[src/rtl/analog_switch_driver.sv]
// -----------------------------------------------------------------------------
// analog_switch_driver
//
// Drives the integrator front-end input switches (SHORT, INPUT, REF_POS,
// REF_NEG) from sequencer requests. Every change of selection opens all
// switches for DEAD_CYCLES cycles (break-before-make). The new selection is
// then held for MIN_HOLD cycles before another request is taken. Saturation
// or loss of the reference forces the block back to the SHORT safe state.
//
// Ports
//   clk_i        system clock
//   rst_i        asynchronous reset, active-low
//   sel_i        requested selection: 0 SHORT, 1 INPUT, 2 REF_POS, 3 REF_NEG
//   sel_valid_i  request valid
//   sel_ready_o  request accepted when sel_valid_i & sel_ready_o (high in IDLE)
//   sat_hi_i     sanitized integrator high-saturation flag
//   sat_lo_i     sanitized integrator low-saturation flag
//   ref_ok_i     sanitized reference-ready flag
//   sw_o         one-hot switch enables; all-zero only during dead time
//   cur_sel_o    selection applied, or targeted while in dead time
//   done_o       one-cycle pulse when a selection has settled
//   reject_o     one-cycle pulse when a request is refused
//   sat_abort_o  sticky: saturation forced SHORT
//   ref_fault_o  sticky: reference loss forced SHORT
// -----------------------------------------------------------------------------
module analog_switch_driver #(
    parameter int DEAD_CYCLES = 4,
    parameter int MIN_HOLD    = 8,
    parameter int CNT_WIDTH   = 8
) (
    input  logic       clk_i,
    input  logic       rst_i,
    input  logic [1:0] sel_i,
    input  logic       sel_valid_i,
    output logic       sel_ready_o,
    input  logic       sat_hi_i,
    input  logic       sat_lo_i,
    input  logic       ref_ok_i,
    output logic [3:0] sw_o,
    output logic [1:0] cur_sel_o,
    output logic       done_o,
    output logic       reject_o,
    output logic       sat_abort_o,
    output logic       ref_fault_o
);

    typedef enum logic [1:0] {
        ST_IDLE = 2'd0,
        ST_DEAD = 2'd1,
        ST_HOLD = 2'd2
    } state_t;

    localparam logic [1:0]           SEL_SHORT = 2'd0;
    localparam logic [CNT_WIDTH-1:0] DEAD_LAST = CNT_WIDTH'(DEAD_CYCLES - 1);
    localparam logic [CNT_WIDTH-1:0] HOLD_LAST = CNT_WIDTH'(MIN_HOLD - 1);

    state_t               state_q, state_d;
    logic [CNT_WIDTH-1:0] cnt_q, cnt_d;
    logic [1:0]           sel_q, sel_d;
    logic                 done_q, done_d;
    logic                 reject_q, reject_d;
    logic                 sat_q, sat_d;
    logic                 ref_q, ref_d;

    logic accept;
    logic sat_cause;
    logic ref_cause;
    logic abort;

    // sel_q is the applied selection in IDLE/HOLD and the target in DEAD,
    // so one compare covers both "applied or target".
    assign accept    = sel_valid_i && (state_q == ST_IDLE);
    assign sat_cause = (sat_hi_i || sat_lo_i) && (sel_q != SEL_SHORT);
    assign ref_cause = !ref_ok_i && sel_q[1];
    assign abort     = sat_cause || ref_cause;

    always_ff @(posedge clk_i or negedge rst_i) begin
        if (!rst_i) begin
            state_q  <= ST_IDLE;
            cnt_q    <= '0;
            sel_q    <= SEL_SHORT;
            done_q   <= 1'b0;
            reject_q <= 1'b0;
            sat_q    <= 1'b0;
            ref_q    <= 1'b0;
        end else begin
            state_q  <= state_d;
            cnt_q    <= cnt_d;
            sel_q    <= sel_d;
            done_q   <= done_d;
            reject_q <= reject_d;
            sat_q    <= sat_d;
            ref_q    <= ref_d;
        end
    end

    always_comb begin
        state_d  = state_q;
        cnt_d    = cnt_q;
        sel_d    = sel_q;
        done_d   = 1'b0;
        reject_d = 1'b0;
        sat_d    = sat_q;
        ref_d    = ref_q;

        unique case (state_q)
            ST_IDLE: begin
                if (accept) begin
                    sat_d = 1'b0;
                    ref_d = 1'b0;
                    if (sel_i[1] && !ref_ok_i) begin
                        reject_d = 1'b1;
                    end else if (sel_i == sel_q) begin
                        done_d = 1'b1;
                    end else begin
                        state_d = ST_DEAD;
                        cnt_d   = '0;
                        sel_d   = sel_i;
                    end
                end
            end
            ST_DEAD: begin
                if (cnt_q == DEAD_LAST) begin
                    state_d = ST_HOLD;
                    cnt_d   = '0;
                end else begin
                    cnt_d = cnt_q + 1'b1;
                end
            end
            ST_HOLD: begin
                if (cnt_q == HOLD_LAST) begin
                    state_d = ST_IDLE;
                    cnt_d   = '0;
                    done_d  = 1'b1;
                end else begin
                    cnt_d = cnt_q + 1'b1;
                end
            end
            default: begin
                state_d = ST_IDLE;
                cnt_d   = '0;
                sel_d   = SEL_SHORT;
            end
        endcase

        // Abort overrides everything above. A same-cycle request is discarded
        // (so the stickies are not cleared by it) and reported as rejected.
        // Inside DEAD only the target changes; the dead-time count runs on.
        if (abort) begin
            sel_d    = SEL_SHORT;
            sat_d    = sat_q | sat_cause;
            ref_d    = ref_q | ref_cause;
            done_d   = 1'b0;
            reject_d = accept;
            if (state_q != ST_DEAD) begin
                state_d = ST_DEAD;
                cnt_d   = '0;
            end
        end
    end

    assign sw_o        = (state_q == ST_DEAD) ? 4'b0000 : (4'b0001 << sel_q);
    assign cur_sel_o   = sel_q;
    assign sel_ready_o = (state_q == ST_IDLE);
    assign done_o      = done_q;
    assign reject_o    = reject_q;
    assign sat_abort_o = sat_q;
    assign ref_fault_o = ref_q;

endmodule

[config.mk]
export PLATFORM = sky130hd
export DESIGN_NAME = analog_switch_driver
export DESIGN_NICKNAME = d
export VERILOG_FILES = /design/src/rtl/analog_switch_driver.sv
export SDC_FILE = /design/constraint.sdc
export NUM_CORES = 1
export LEC_CHECK = 0
export BUFFER_PORTS_ARGS = -buffer_cell sky130_fd_sc_hd__clkbuf_2
export CAP_MARGIN = 15
export CORE_UTILIZATION = 46
export DETAILED_ROUTE_END_ITERATION = 8
export HOLD_SLACK_MARGIN = 0.08
export PLACE_DENSITY_LB_ADDON = 0.25
export SYNTH_ARGS = -nofsm -noshare
export SYNTH_HDL_FRONTEND = slang
export SYNTH_SLANG_ARGS = --single-unit
export TNS_END_PERCENT = 5
[constraint.sdc]
create_clock -name clk_i -period 1.6 [get_ports clk_i]
set_input_delay 0.24 -clock clk_i [delete_from_list [all_inputs] [get_ports clk_i]]
set_output_delay 0.24 -clock clk_i [all_outputs]
set_load 0.01 [all_outputs]
; ---- Word-level counts from Yosys, hierarchy flattened
; Index checks and enable logic that the tools add are counted.
; W data, S select, Z words.
[word_totals]
ff_bits = 16
output_inout_bits = 11
elab_cells = 71
[classes]
add_sub_neg = 1
n_eq_ne = 10
shift = 1
muxes = 36
bitwise_logic = 2
n_reduce_logical = 14
[op_table]
columns = cell, n
row1 = $mux W8, 7
row2 = $pmux W8 S3, 1
row3 = $mux W2, 11
row4 = $mux W1, 13
row5 = $add A8 B1 Y8 const B, 1
row6 = $eq A8 B2 Y1 const B, 1
row7 = $eq A8 B3 Y1 const B, 1
row8 = $ne A3 B3 Y1 const B, 2
row9 = $pmux W2 S3, 1
row10 = $reduce_bool A2 Y1, 3
row11 = $logic_and A1 B1 Y1, 4
row12 = $mux W4, 1
row13 = $ne A2 B1 Y1 const B, 2
row14 = $pmux W2 S2, 1
row15 = $reduce_and A4 Y1, 1
row16 = $shl A1 B2 Y4 const A, 1
row17 = $ne A3 B1 Y1 const B, 1
row18 = $eq A2 B1 Y1 const B, 1
row19 = $eq A2 B2 Y1, 1
row20 = $eq A2 B2 Y1 const B, 1
row21 = $logic_not A2 Y1, 1
row22 = $logic_or A1 B1 Y1, 2
row23 = $or A1 B1 Y1, 2
row24 = $pmux W1 S2, 1
row25 = other kinds (3), 3

; ---- Longest topological paths before layout
; Gate-level depths: netlist (run 1).
[depth]
ltp_word = 7
ltp_mapped = 7

; ---- Least setup slack after synthesis (run 1)
; OpenSTA, ideal clock, no wires.
[synth_timing]
path_type = register -> register
start = register state_q[0]
end = register cnt_q[2]
setup_ns = 0.101
arrival_ns = 1.646
required_time_ns = 1.499
path_slack_ns = -0.147
path_stages_with_launch = 7
n_path_buf = 1
synth_period_minus_slack_ns = 1.747
path_cell_list = dfrtp_1 ha_1 or4b_1 o311a_1 buf_6 nand3b_1 o32ai_1
[synth_via]
elab_chain_cells = 6
word_cells_on_any_way = 9
[synth_rtl]
columns = item, line
row1 = start: declaration, 57  ; state_t state_q, state_d;
row2 = start signal: assignment, 87  ; state_q <= state_d;
row3 = $logic_not A2 Y1, "72, 106"
row4 = $logic_and A1 B1 Y1, 72  ; assign accept = sel_valid_i && (state_q == ST_IDLE);
row5 = $mux W8, 108  ; if (accept) begin
row6 = $pmux W8 S3, 106  ; unique case (state_q)
row7 = $mux W8, 155  ; if (state_q != ST_DEAD) begin
row8 = $mux W8 *, 149  ; if (abort) begin
row9 = named net cnt_d[2], 58  ; logic [CNT_WIDTH-1:0] cnt_q, cnt_d;
row10 = end signal: assignment, 88  ; cnt_q <= cnt_d;
row11 = end: declaration, 58
; The timed path passes the listed nets; every way through them passes the cells marked *.
; A chain may end at the register's enable or synchronous reset.

; ---- Worst setup path after layout (run 1)
[layout_timing]
start = register state_q[1]
end = register cnt_q[2]
; Same word-level chain as after synthesis.

==> reports/results.txt, run 1 <==
status = finished, violations left
failing checks = setup timing
unique cell type count in the Yosys netlist = 40
initial antenna violation count = 0
nets = 172
largest net degree at the start of global routing = 17
Tcrit/Tclk final = 109%
grt total ovfl = 0
Worst setup EP type = flip-flop
setup TNS = -1.25 ns
Clock Tree Buf Depth = 2
CTS buffer count = 3
Worst setup SP type = flip-flop
fin worst setup slack = -0.147 ns
FP Rows = 17
synthesis-to-layout area growth = 35.3%
Synth Flop Type = dfrtp_1
Post-Syn Nets = 135
Tightest Hold Check Type = input port to flip-flop
worst endpoint required time = 1.81 ns
CP delay by family, top = simple AND/OR/NAND/NOR gates
slew margin rel. = 73.1%
Fin Clk Skew = 0.00193 ns
fin crit period = 1.75 ns
Syn Inst Count = 122
# fillers = 182
Hold WS = 0.171 ns
yosys warns = 0
Starting Density = 48.7%
CP max stage delay = 0.48 ns
Max Fanout on Critical Path = 5
RePlAce Congestion = 0.822
Sink Count = 16
number of synthesized register bits = 16
CP max stage cell = or4b_4
num ports = 19
layout cells sized above 1 = 37.3%
Arrival @ worst endpoint = 1.95 ns
most frequent cells in the layout = 20 x buf_4, 15 x dfrtp_1, 15 x clkbuf_2
fmax = 572 MHz
CP Buf/Inv Count = 1
critical path class = flip-flop to flip-flop
clock root cell = clkbuf_4
cell area after synthesis = 1070 um^2
DRT iter0 DRCs = 19
final hold viol count = 0
hpwl dp = 1990 um
pre-CTS setup slack = -0.0627 ns
die area = 2520 um^2
clk slew on worst S/H paths = 0.10 ns
CP cell instances = buf_4 > ha_2 > or4b_4 > o311a_4 > nand3b_1 > o32ai_2
via count = 1122
Seq/Total Area, Yosys = 37.5%
GRT Total Usage = 25.8%
die width = 50.2 um
# DRC = 0
RSZ-0062 raised after global routing = yes
share of flip-flops with an asynchronous set or reset = 100%
IO Port Bufs = 18
Antenna diodes = 0
Max H-tree Level = 1
Core ar. = 2190 um^2
final wirelength = 2840 um
vias per std cell = 6.03
router iterations before antenna repair = 4
Max-cap violations = 0
Lkg Pwr = 0.000644 uW
Final Max Slew Viols = 0
CTS tree = built
WL/cell = 15.2 um
post-route antenna net violation count = 0
power per cell area = 1530 nW/um^2
number of synthesized flops with an enable pin = 0
Post-Syn Area per Cell = 8.75 um^2
Die Height = 50.2 um
# setup viols final = 13
first-pass GRT wire length = 4860 um
commonest non-fill, non-tap cell in the layout = buf_4
worst vdd ir = 1060 uV
clock latency on the worst-skew pair = 0.29 ns
Worst-Margin Slew = 0.404 ns
number of global-route vias before repair = 1070
==> power by group <==
part	internal (uW)	switching, uW	total, uW
sequential	503	86.7	590
clock	139	140	279
combinational	599	740	1340
total	1240	968	2210
==> flip-flops by register name (all words and copies together) (netlist names) <==
register / count
ref_fault_o: 1
done_o: 1
state_q: 2
reject_o: 1
cnt_q: 8
cur_sel_o: 2
sat_abort_o: 1
==> cells by family after synthesis <==
| family | synth area share [%] |
|---|---|
| simple gates | 25.0 |
| fa+ha+maj | 5.86 |
| compound gates | 23.0 |
| xor+xnor | 1.64 |
| mux | 0.938 |
| flops | 37.5 |
| buf+inv | 6.10 |
==> final cells by class <==
| cell class | count | area [um^2] | share of cell area [%] |
|---|---|---|---|
| Clock buffer | 4 | 36.3 | 2.51 |
| Inverter | 7 | 26.3 | 1.82 |
| Multi-Input combinational cell | 92 | 694 | 48.1 |
| Sequential cell | 16 | 402 | 27.8 |
| Tap cell | 28 | 35.0 | 2.43 |
| Timing Repair Buffer | 39 | 250 | 17.3 |
==> metal layers <==
layer  wire length, um  vias up  GRT usage, %
met5                 0        -             0
met2              1450       33          44.0
met1              1240      548          32.8
met3               101        6          3.64
li1                  -      535             -
met4                40        0          9.05
==> worst paths after layout <==
kind / end / start / cells past startpoint / slack (ns)
min in group asynchronous: cnt_q[5] / rst_i / 2 / 0.40
worst max-delay path: cnt_q[2] / state_q[1] / 6 / -0.15
worst min register to register: sat_abort_o / sat_abort_o / 1 / 0.57
worst max register to register: cnt_q[2] / state_q[1] / 6 / -0.15
max in group asynchronous: state_q[0] / rst_i / 2 / 0.89
worst min-delay path: ref_fault_o / sel_valid_i / 2 / 0.17
==> through the flow <==
step	utilization (%)	area, um^2	total power [uW]	instances
floorplan	-	1070	1320	122
global placement	58.9	1290	1730	179
detailed placement	58.9	1290	1760	179
CTS	63.3	1390	2130	185
global route	65.9	1440	2370	186
finish	65.9	1440	2210	186
==> Yosys cell counts (3+ instances only) <==
cell type | number | area share (%)
nor2_1 | 6 | 2.1
nor3_1 | 3 | 1.4
a21oi_1 | 11 | 5.2
nand3b_1 | 3 | 2.1
ha_1 | 5 | 5.9
nand3_1 | 14 | 6.6
a31oi_1 | 5 | 2.9
nand2_1 | 7 | 2.5
buf_2 | 4 | 1.9
nand4_1 | 3 | 1.8
inv_1 | 7 | 2.5
o21ai_0 | 3 | 1.4
dfrtp_1 | 16 | 38
==> timing repair <==
| action | CTS | global route |
|---|---|---|
| hold buffers | 1 | 0 |
| pin swaps | 1 | 0 |
| endpoints found under the hold margin | 16 | 0 |
| gates resized for setup | 7 | 13 |
| setup endpoints to repair | 14 | 17 |
| cloned | 0 | 0 |
| buffers inserted | 1 | 1 |
No activity file was read; power rests on OpenSTA's default activity.
==> run 2: changes to the inputs <==
--- a/config.mk
+++ b/config.mk
@@ -7,7 +7,9 @@
 export LEC_CHECK = 0
 export BUFFER_PORTS_ARGS = -buffer_cell sky130_fd_sc_hd__clkbuf_2
 export CAP_MARGIN = 15
-export CORE_UTILIZATION = 46
+export CELL_PAD_IN_SITES_DETAIL_PLACEMENT = 0
+export CELL_PAD_IN_SITES_GLOBAL_PLACEMENT = 2
+export CORE_UTILIZATION = 29
 export DETAILED_ROUTE_END_ITERATION = 8
 export HOLD_SLACK_MARGIN = 0.08
 export PLACE_DENSITY_LB_ADDON = 0.25
==> reports/results.txt, run 2 (synthesized netlist as in run 1, its figures left out) <==
status = finished, violations left
failing checks = setup timing
CP cell instances = ha_4 > or4b_4 > o311a_4 > nand3b_1 > o32ai_2
Antenna diodes = 0
most frequent cells in the layout = 29 x buf_4, 15 x clkbuf_2, 14 x nand3_1, 14 x dfrtp_1, 10 x a21oi_1
fmax = 595 MHz
WL/cell = 15.5 um
fin crit period = 1.68 ns
Max H-tree Level = 1
commonest non-fill, non-tap cell in the layout = buf_4
hpwl dp = 2250 um
clock root cell = clkbuf_8
Arrival @ worst endpoint = 1.84 ns
sw power = 1120 uW
Final Max Slew Viols = 0
synthesis-to-layout area growth = 57.7%
die area = 3930 um^2
IO Port Bufs = 18
CP max stage delay = 0.47 ns
vias per std cell = 5.25
fin worst setup slack = -0.0793 ns
via count = 1149
CTS buffer count = 3
largest net degree at the start of global routing = 17
clock share of power = 14.0%
clock latency on the worst-skew pair = 0.25 ns
# DRC = 0
sequential share of power = 22.2%
Max-cap violations = 0
slew margin rel. = 71.1%
Lkg Pwr = 0.000730 uW
switching share of total power = 41.7%
grt total ovfl = 0
first-pass GRT wire length = 5460 um
Tightest Hold Check Type = input port to flip-flop
Sink Count = 16
Reg with most FFs = cnt_q
post-route antenna net violation count = 0
GRT Total Usage = 17.5%
Worst setup SP type = flip-flop
die width = 62.7 um
Gate power share = 63.7%
final wirelength = 3390 um
DRT iter0 DRCs = 79
number of global-route vias before repair = 1164
final core occ = 48.9%
Clock Tree Buf Depth = 2
initial antenna violation count = 0
nets = 187
Die Height = 62.7 um
FP Rows = 21
Worst-Margin Slew = 0.434 ns
final hold viol count = 0
num ports = 19
Fin Clk Skew = 0.00113 ns
Worst setup EP type = flip-flop
critical path class = flip-flop to flip-flop
CP max stage cell = dfrtp_2
P_int = 1560 uW
RePlAce Congestion = 0.783
Max Fanout on Critical Path = 7
worst vdd ir = 764 uV
Post-Layout Inst Area = 1680 um^2
clk slew on worst S/H paths = 0.07 ns
CTS tree = built
power per cell area = 1590 nW/um^2
Starting Density = 31.0%
# setup viols final = 5
Core ar. = 3440 um^2
worst endpoint required time = 1.76 ns
Post-DP Area = 1400 um^2
RSZ-0062 raised after global routing = yes
CP Buf/Inv Count = 0
CP delay by family, top = simple AND/OR/NAND/NOR gates
setup TNS = -0.245 ns
Largest register FFs = 8
Tcrit/Tclk final = 105%
layout cells sized above 1 = 46.2%
router iterations before antenna repair = 4
## run 2: cell count changes in the layout (fill, tap and decap cells not counted), sizes merged
cell	change
buf	+15
## run 2: repair_timing
| action | in CTS | in global routing |
|---|---|---|
| cloned | 0 | 0 |
| setup buffers | 3 | 3 |
| pin swaps | 0 | 8 |
| hold endpoints to repair | 16 | 0 |
| hold buffers | 1 | 0 |
| setup endpoints to repair | 12 | 16 |
| gates resized for setup | 6 | 32 |
## run 2: final timing paths
| path | to | slack, ns | start | cells past startpoint |
|---|---|---|---|---|
| setup / recovery | cnt_q[2] | -0.08 | state_q[0] | 5 |
| hold / removal | cur_sel_o[0] | 0.24 | sel_i[0] | 3 |
| setup reg to reg | cnt_q[2] | -0.08 | state_q[0] | 5 |
| hold reg to reg | sat_abort_o | 0.56 | sat_abort_o | 1 |
| max in group asynchronous | state_q[1] | 0.83 | rst_i | 2 |
| min in group asynchronous | cnt_q[6] | 0.45 | rst_i | 2 |
## run 2: area by class of cell
class / count / area [um^2]
Timing Repair Buffer: 54 / 385
Tap cell: 46 / 57.6
Multi-Input combinational cell: 92 / 756
Clock buffer: 4 / 55.1
Inverter: 7 / 26.3
Sequential cell: 16 / 403
Fill cell: 335 / 1760
## run 2: power groups by stage
| stage | Clock, uW | Sequential (uW) | Combinational (uW) |
|---|---|---|---|
| finish | 376 | 596 | 1710 |
| global route | 407 | 606 | 1860 |
| CTS | 387 | 571 | 1390 |
| detailed placement | 0 | 582 | 1290 |
| global placement | 0 | 574 | 1300 |
| floorplan | 0 | 607 | 717 |
## run 2: through the flow
| stage | std cells | total power (uW) | hold slack [ns] | setup slack (ns) |
|---|---|---|---|---|
| after global placement | 208 | 1880 | 0.210 | -0.0563 |
| after global routing | 219 | 2880 | 0.273 | -0.115 |
| after CTS | 216 | 2350 | 0.211 | -0.0820 |
| after floorplan | 122 | 1320 | -0.0556 | -0.0413 |
| final | 219 | 2680 | 0.243 | -0.0793 |
| after detailed placement | 208 | 1880 | 0.213 | -0.151 |
## run 2: layer usage
layer | part of all wire, % | vias up | global-route usage [%] | wire length [um]
met4 | 1.4 | 0 | 6.40 | 46
li1 | - | 563 | - | -
met3 | 2.6 | 7 | 1.64 | 87
met5 | 0 | - | 0 | 0
met1 | 42 | 554 | 21.2 | 1440
met2 | 54 | 25 | 31.9 | 1820
## run 2: worst register-to-register path, delay by kind of cell (launching register included)
kind	cells	cell delay [ns]
DFF	1	0.47
AOI/OAI and AO/OA	2	0.27
and+or+nand+nor	2	0.66
adders and majority gates	1	0.19
